## config.mk

```make
export PLATFORM = sky130hd
export DESIGN_NAME = serial_tx
export DESIGN_NICKNAME = d
export VERILOG_FILES = /design/src/rtl/serial_tx.sv
export SDC_FILE = /design/constraint.sdc
export NUM_CORES = 1
export LEC_CHECK = 0
export BUFFER_PORTS_ARGS = -buffer_cell sky130_fd_sc_hd__buf_2
export CAP_MARGIN = 15
export CORE_MARGIN = 2
export CORE_UTILIZATION = 36
export CTS_CLUSTER_DIAMETER = 200
export CTS_CLUSTER_SIZE = 25
export DETAILED_ROUTE_END_ITERATION = 6
export PLACE_DENSITY = 0.58
export SYNTH_ARGS = -nofsm -noshare
export SYNTH_HDL_FRONTEND = slang
export SYNTH_SLANG_ARGS = --single-unit
```

## constraint.sdc

```tcl
create_clock -name clk -period 7.3 [get_ports clk]
set_clock_uncertainty 0.1 [all_clocks]
set_input_delay 1.46 -clock clk [delete_from_list [all_inputs] [get_ports clk]]
set_output_delay 1.46 -clock clk [all_outputs]
set_load 0.1 [all_outputs]
```

## src/rtl/serial_tx.sv

```systemverilog
`default_nettype none
// ============================================================================
//  Module      : serial_tx
//  Description : Byte-oriented asynchronous serial transmitter with 8N1-style
//                framing. Bytes are queued in a circular FIFO and shifted out
//                LSB-first on tx, one bit per bit_en tick from the upstream
//                fractional clock generator.
//  Revision    : 1.0 - initial release
// ============================================================================
module serial_tx #(
    parameter int DATA_BITS       = 8,
    parameter int FIFO_DEPTH_BITS = 4
) (
    input  logic                       clk,
    input  logic                       reset,
    input  logic                       bit_en,
    input  logic [DATA_BITS-1:0]       data_in,
    input  logic                       we,
    output logic                       full,
    output logic [FIFO_DEPTH_BITS:0]   count,
    output logic                       busy,
    output logic                       tx
);

    localparam int c_DEPTH = 2 ** FIFO_DEPTH_BITS;
    localparam int c_CNT_W = $clog2(DATA_BITS + 1);

    localparam logic [FIFO_DEPTH_BITS:0]   c_FULL_COUNT = (FIFO_DEPTH_BITS + 1)'(c_DEPTH);
    localparam logic [FIFO_DEPTH_BITS-1:0] c_PTR_ONE    = FIFO_DEPTH_BITS'(1);
    localparam logic [c_CNT_W-1:0]         c_CNT_ONE    = c_CNT_W'(1);
    localparam logic [c_CNT_W-1:0]         c_LAST_BIT   = c_CNT_W'(DATA_BITS - 1);

    localparam logic [1:0] c_ST_IDLE = 2'd0;
    localparam logic [1:0] c_ST_DATA = 2'd1;
    localparam logic [1:0] c_ST_STOP = 2'd2;

    logic [1:0]                 r_state;
    logic [1:0]                 w_state_next;

    logic [DATA_BITS-1:0]       r_mem [0:c_DEPTH-1];
    logic [FIFO_DEPTH_BITS-1:0] r_wr_ptr;
    logic [FIFO_DEPTH_BITS-1:0] r_rd_ptr;
    logic [FIFO_DEPTH_BITS:0]   r_count;
    logic [FIFO_DEPTH_BITS:0]   w_count_next;
    logic                       r_full;

    logic [DATA_BITS-1:0]       r_shift;
    logic [c_CNT_W-1:0]         r_bit_cnt;
    logic                       r_tx;

    logic                       w_push;
    logic                       w_pop;
    logic                       w_shift;
    logic                       w_tx_next;

    // A write is taken only when the registered full flag is clear, so a
    // write coinciding with a pop from a full FIFO is still dropped.
    assign w_push       = we & ~r_full;
    assign w_count_next = r_count
                        + (FIFO_DEPTH_BITS + 1)'(w_push)
                        - (FIFO_DEPTH_BITS + 1)'(w_pop);

    // FSM state register
    always_ff @(posedge clk) begin
        if (reset) begin
            r_state <= c_ST_IDLE;
        end else begin
            r_state <= w_state_next;
        end
    end

    // FSM next-state: every transition is gated by the bit-rate tick
    always_comb begin
        w_state_next = r_state;
        if (bit_en) begin
            case (r_state)
                c_ST_IDLE: if (r_count != '0) w_state_next = c_ST_DATA;
                c_ST_DATA: if (r_bit_cnt == c_LAST_BIT) w_state_next = c_ST_STOP;
                c_ST_STOP: w_state_next = c_ST_IDLE;
                default:   w_state_next = c_ST_IDLE;
            endcase
        end
    end

    // FSM outputs: pop/shift strobes and the next line level
    always_comb begin
        w_pop     = 1'b0;
        w_shift   = 1'b0;
        w_tx_next = r_tx;
        if (bit_en) begin
            case (r_state)
                c_ST_IDLE: begin
                    if (r_count != '0) begin
                        w_pop     = 1'b1;
                        w_tx_next = 1'b0;
                    end else begin
                        w_tx_next = 1'b1;
                    end
                end
                c_ST_DATA: begin
                    w_shift   = 1'b1;
                    w_tx_next = r_shift[0];
                end
                c_ST_STOP: w_tx_next = 1'b1;
                default:   w_tx_next = 1'b1;
            endcase
        end
    end

    // FIFO storage; contents need no reset since pointers and count do
    always_ff @(posedge clk) begin
        if (w_push) begin
            r_mem[r_wr_ptr] <= data_in;
        end
    end

    // FIFO pointers and occupancy; pointers wrap naturally at the depth
    always_ff @(posedge clk) begin
        if (reset) begin
            r_wr_ptr <= '0;
            r_rd_ptr <= '0;
            r_count  <= '0;
            r_full   <= 1'b0;
        end else begin
            if (w_push) r_wr_ptr <= r_wr_ptr + c_PTR_ONE;
            if (w_pop)  r_rd_ptr <= r_rd_ptr + c_PTR_ONE;
            r_count <= w_count_next;
            r_full  <= (w_count_next == c_FULL_COUNT);
        end
    end

    // Shift register, bit counter and registered line driver
    always_ff @(posedge clk) begin
        if (reset) begin
            r_shift   <= '0;
            r_bit_cnt <= '0;
            r_tx      <= 1'b1;
        end else begin
            r_tx <= w_tx_next;
            if (w_pop) begin
                r_shift   <= r_mem[r_rd_ptr];
                r_bit_cnt <= '0;
            end else if (w_shift) begin
                r_shift   <= r_shift >> 1;
                r_bit_cnt <= r_bit_cnt + c_CNT_ONE;
            end
        end
    end

    assign tx    = r_tx;
    assign count = r_count;
    assign full  = r_full;
    assign busy  = (r_state != c_ST_IDLE) | (r_count != '0);

endmodule
`default_nettype wire

```

==> impl_metrics.ini, run 1 <==
[critical_path]
end_kind = register
path_max_fanout = 11
worstRegToRegCells = 13
crit_required_ns = 7.52
slowest_stage = fa_1
crit_chain = buf_2, nor3b_2, nand2_2, inv_1, ha_1, inv_1, ha_1, fa_1, a21oi_1, o21bai_1, xnor2_1, nor4b_1
startpoint = bit_en
path_class = in2reg
max_stage_delay_ns = 0.41
r2r_slack_ns = 3.82
r2r_start = count[3]$_SDFF_PP0_
cp-start-kind = input pin
critical_path_arrival_ns = 4.02

[global_route]
grt_pass1_wl_um = 19620
grt_overflow = 0
antenna_found_initial = 0
grt.total_usage = 0.1380
grt_max_degree = 33
first_global_vias = 3443

[job]
cap_violations = 0

[route]
totalWireLength_um = 12500
vias = 3245
avgRoutedWirePerCell_um = 19.44
drt_iter0_drc = 284
ant_nets = 0
via_per_inst = 5.047
dr.pass1.iters = 4
drc = 0

[placement]
post_dp_cell_area_um2 = 6833
gp_congestion = 0.7749
hpwlAfterDp_um = 7948
dp.cells = 611
port_buffers = 19

[floorplanning]
rows = 49
core_um2 = 17840
die_w_um = 138.6
die_y_um = 138.6
die-area_um2 = 19210
initial_core_util = 0.3655
ios = 20

[sta]
period_needed_ns = 3.804
period_share = 0.5211
fin_setup_tns_ns = 0
relSlewSlack = 0.2930
rsz0062_at_grt = false
fmax_mhz = 262.9
tightestPinTransition_ns = 1.057
hold_violations = 0
setup_viol = 0
slew_violations = 0

[logic_synthesis]
synth_common_cells = edfxtp_1, dfxtp_1, nor2_1
synth-async-reset-ratio = 0
synth_area_um2 = 6521
yosysMostFrequentCell = edfxtp_1
yosysSeqAreaShare = 0.6907
synth_nets = 401
synth_flop_cell = edfxtp_1
ys_seq_elements = 161
avgSynthCellArea_um2 = 17.34
synth-edff-count = 128
synth_top_area_frac = 0.5894
yosysTopAreaCell = edfxtp_1
netlist_instances = 376
synth_area_leaders = edfxtp_1, dfxtp_1, mux4_2, ha_1, mux4_1
synth_cell_types = 47
yosysWarnings = 0

[clocking]
clock_path_buffers = 2
clk_pin_slew_ns = 0.06
ctsResizeCount = 0
post_cts_buffers = 0
cts_sinks = 161
cts_root_buffer = clkbuf_16
cts_buffers = 17
insertion_delay_ns = 0.42
cts_tree = built
ctsHoldBuffers = 0
cts_max_level = 4

[worst_hold_path]
min_from = tx$_SDFFE_PP1P_
holdCritPathClass = reg2reg
hold_depth = 2

[power]
p_leak_nw = 2.415
ir_worst_vdd_uv = 158.0
powerDensity_nw_per_um2 = 345.9
power_mw = 2.570

[final_layout]
fin_area_um2 = 7432
instances_no_fill = 643
drive_gt1_frac = 0.2271
syn_to_final_growth_pct = 13.97
antenna_cells = 0
fin_nets = 427

[status]
status = finished, final reports clean
## sequential cells by signal, indices dropped and copies added, names as in the netlist, named ones only
register / cells
r_wr_ptr: 4
r_mem: 128
count: 5
tx: 1
r_state: 2
full: 1
r_rd_ptr: 4
r_shift: 8
r_bit_cnt: 4
## final timing paths
path                     end
min reg2reg  tx$_SDFFE_PP1P_
min          tx$_SDFFE_PP1P_
max          full$_SDFF_PP0_
max reg2reg  full$_SDFF_PP0_
## metal layers
| metal | GRT usage | vias to the layer above | share of wire |
|---|---|---|---|
| met5 | 0 | - | 0 |
| met4 | 0.06552 | 0 | 0.021 |
| met3 | 0.02970 | 12 | 0.030 |
| met2 | 0.2183 | 48 | 0.49 |
| met1 | 0.1831 | 1661 | 0.46 |
| li1 | - | 1524 | - |
## power breakdown
part           switching, mW  internal [mW]  total (mW)
clock                  0.348          0.535       0.883
combinational          0.375          0.216       0.590
sequential            0.0386           1.06        1.10
total                  0.761           1.81        2.57
## placed cells by master (no fill, tap or decap), types with 5 or more instances in the layout
cell type and count:
a21oi_1 7, mux4_1 5, edfxtp_1 128, buf_2 19, mux2i_1 9, dfxtp_1 33
mux4_2 28, xnor2_1 8, nand2_1 11, inv_1 10, o21ai_1 6, a2111oi_1 6
nor3_1 7, xor2_1 5, ha_1 12, nor2_1 33, clkbuf_16 17, buf_4 6
or4b_1 7, mux2_2 6
## through the flow
stage / setup slack [ns] / hold slack, ns / utilization
2_1_floorplan: 3.340 / 0.3443 / -
3_3_place_gp: 3.230 / 0.3594 / 0.3830
3_5_place_dp: 3.081 / 0.3628 / 0.3830
4_1_cts: 3.478 / 0.3735 / 0.4159
5_1_grt: 3.237 / 0.3985 / 0.4166
6_report: 3.496 / 0.3723 / 0.4166
## worst max-delay path, delay by kind of cell
| kind | cells | cell delay, ns |
|---|---|---|
| simple gates | 3 | 0.83 |
| xor+xnor | 1 | 0.14 |
| fa+ha+maj | 3 | 0.80 |
| compound gates | 2 | 0.24 |
| buf+inv | 3 | 0.55 |
## cells by family after synthesis
group                      after synthesis  synth area share
AOI/OAI and AO/OA                       27           0.02782
xor gates and xnor gates                13           0.01746
adders and majority gates               13           0.02609
buffers and inverters                   29           0.02417
DFF                                    161            0.6907
muxes                                   48            0.1410
and+or+nand+nor                         85           0.07272
## cell type report
class                      count  area [um^2]
inverter                      10        37.54
fill                        1555        10410
tap                          229        286.5
multi-input combinational    186         1864
clock inverter                14        162.7
sequential                   161         4504
clock buffer                  17        425.4
timing repair buffer          26        151.4
Note: power is estimated with default switching activity, not from simulation.
==> inputs of run 2 (changes only) <==
clock period = 3.7 ns   (was 7.3 ns; I/O delays follow)
==> impl_metrics.ini, run 2 (synthesis results as in run 1) <==
[status]
status = finished, final reports clean

[floorplanning]
die-area_um2 = 19210
core_um2 = 17840
ios = 20
die_w_um = 138.6
die_y_um = 138.6
initial_core_util = 0.3655
rows = 49

[critical_path]
slowest_stage = or4b_1
path_max_fanout = 10
end_kind = register
cp-start-kind = register
cp.buffers_inverters = 3
cpLargestDelayFamily = simple AND/OR/NAND/NOR gates
crit_required_ns = 3.91
crit_chain = inv_1, ha_1, or4b_1, nand2_2, inv_1, ha_1, inv_1, ha_1, fa_1, a21oi_1, o21bai_1, xnor2_1, nor4b_1
critical_path_arrival_ns = 3.51
max_stage_delay_ns = 0.56
path_class = reg2reg

[final_layout]
syn_to_final_growth_pct = 14.41
drive_gt1_frac = 0.2393
largest_reg_flops = 128
fin_nets = 435
regMostFlops = r_mem
antenna_cells = 0
final_common_cell = edfxtp_1
mostFrequentLayoutCells = edfxtp_1, nor2_1, dfxtp_1

[sta]
period_share = 0.8898
tightestPinTransition_ns = 1.055
setup_ws_ns = 0.4076
period_needed_ns = 3.292
rsz0062_at_grt = false
fmax_mhz = 303.7
relSlewSlack = 0.2941
fin_setup_tns_ns = 0
hold_violations = 0
setup_viol = 0
slew_violations = 0

[placement]
port_buffers = 19
hpwlAfterDp_um = 8144
dp_slack_ns = 0.3788
gp_congestion = 0.7284

[clocking]
ctsResizeCount = 0
post_cts_buffers = 0
cts_buffers = 17
cts_max_level = 4
insertion_delay_ns = 0.42
clk_pin_slew_ns = 0.06
ctsHoldBuffers = 0
cts_sinks = 161
clock_path_buffers = 2
cts_root_buffer = clkbuf_16
cts_tree = built

[global_route]
grt_util_met3 = 0.03522
grt_max_degree = 33
antenna_found_initial = 0
top_usage_layer = met2
grt_overflow = 0
grt.total_usage = 0.1359
met1_usage = 0.1806
grt_pass1_wl_um = 19350
met2_usage = 0.2126
first_global_vias = 3372

[job]
cap_violations = 0

[power]
clkPwrFrac = 0.335
ir_worst_vdd_uv = 333.5
p_leak_nw = 2.437
p_seq_frac = 0.434
p_sw_frac = 0.2989
powerDensity_nw_per_um2 = 672.4
p_switching_mw = 1.499
pwr-share-comb = 0.231
p_int_mw = 3.517

[route]
via_per_inst = 5.048
drt_iter0_drc = 216
dr.pass1.iters = 4
avgRoutedWirePerCell_um = 18.88
drc = 0
totalWireLength_um = 12290
vias = 3286
ant_nets = 0

[worst_hold_path]
holdCritPathClass = reg2reg
-- run 2: layout make-up --
type	count	area, um^2
clock inverters	12	132.6
inverters	10	37.54
flip-flops and latches	161	4504
repair buffers	34	207.7
clock buffers	19	432.9
multi-input cells	186	1859
well taps	229	286.5
fillers	1552	10380
-- run 2: stage by stage --
stage / util / instances / cell area (um^2) / total power, mW / hold WS, ns
after CTS: 0.4182 / 651 / 7461 / 5.072 / 0.3754
after global placement: 0.3865 / 620 / 6895 / 3.364 / 0.3545
final: 0.4182 / 651 / 7461 / 5.017 / 0.3658
after detailed placement: 0.3865 / 620 / 6895 / 3.389 / 0.3608
after global routing: 0.4182 / 651 / 7461 / 5.252 / 0.4085
after floorplan: - / 376 / 6521 / 3.136 / 0.3443
-- run 2: worst reg2reg max path, stage by stage (launching register included) --
cell and delay [ns]:
dfxtp_1 0.33, inv_1 0.09, ha_1 0.16, or4b_1 0.56, nand2_2 0.23, inv_1 0.09, ha_1 0.27, inv_1 0.04
ha_1 0.20, fa_1 0.42, a21oi_1 0.17, o21bai_1 0.09, xnor2_1 0.15, nor4b_1 0.30
-- run 2: path summary, 6_finish.rpt --
check / end / depth (start not counted) / start / slack [ns]
setup / recovery: full$_SDFF_PP0_ / 13 / count[3]$_SDFF_PP0_ / 0.41
hold / removal: tx$_SDFFE_PP1P_ / 2 / tx$_SDFFE_PP1P_ / 0.37
setup reg to reg: full$_SDFF_PP0_ / 13 / count[3]$_SDFF_PP0_ / 0.41
hold reg to reg: tx$_SDFFE_PP1P_ / 2 / tx$_SDFFE_PP1P_ / 0.37
-- run 2: layer usage --
metal | up-vias | wire [um]
met1 | 1679 | 5595
met5 | - | 0
li1 | 1538 | -
met3 | 16 | 465
met4 | 0 | 209
met2 | 53 | 6017
-- run 2: power by group through the flow --
stage	logic (mW)	registers (mW)	clock network, mW
after CTS	1.17	2.18	1.72
final	1.16	2.18	1.68
after global routing	1.26	2.20	1.79
after floorplan	0.741	2.39	0
after detailed placement	1.17	2.22	0
after global placement	1.15	2.21	0
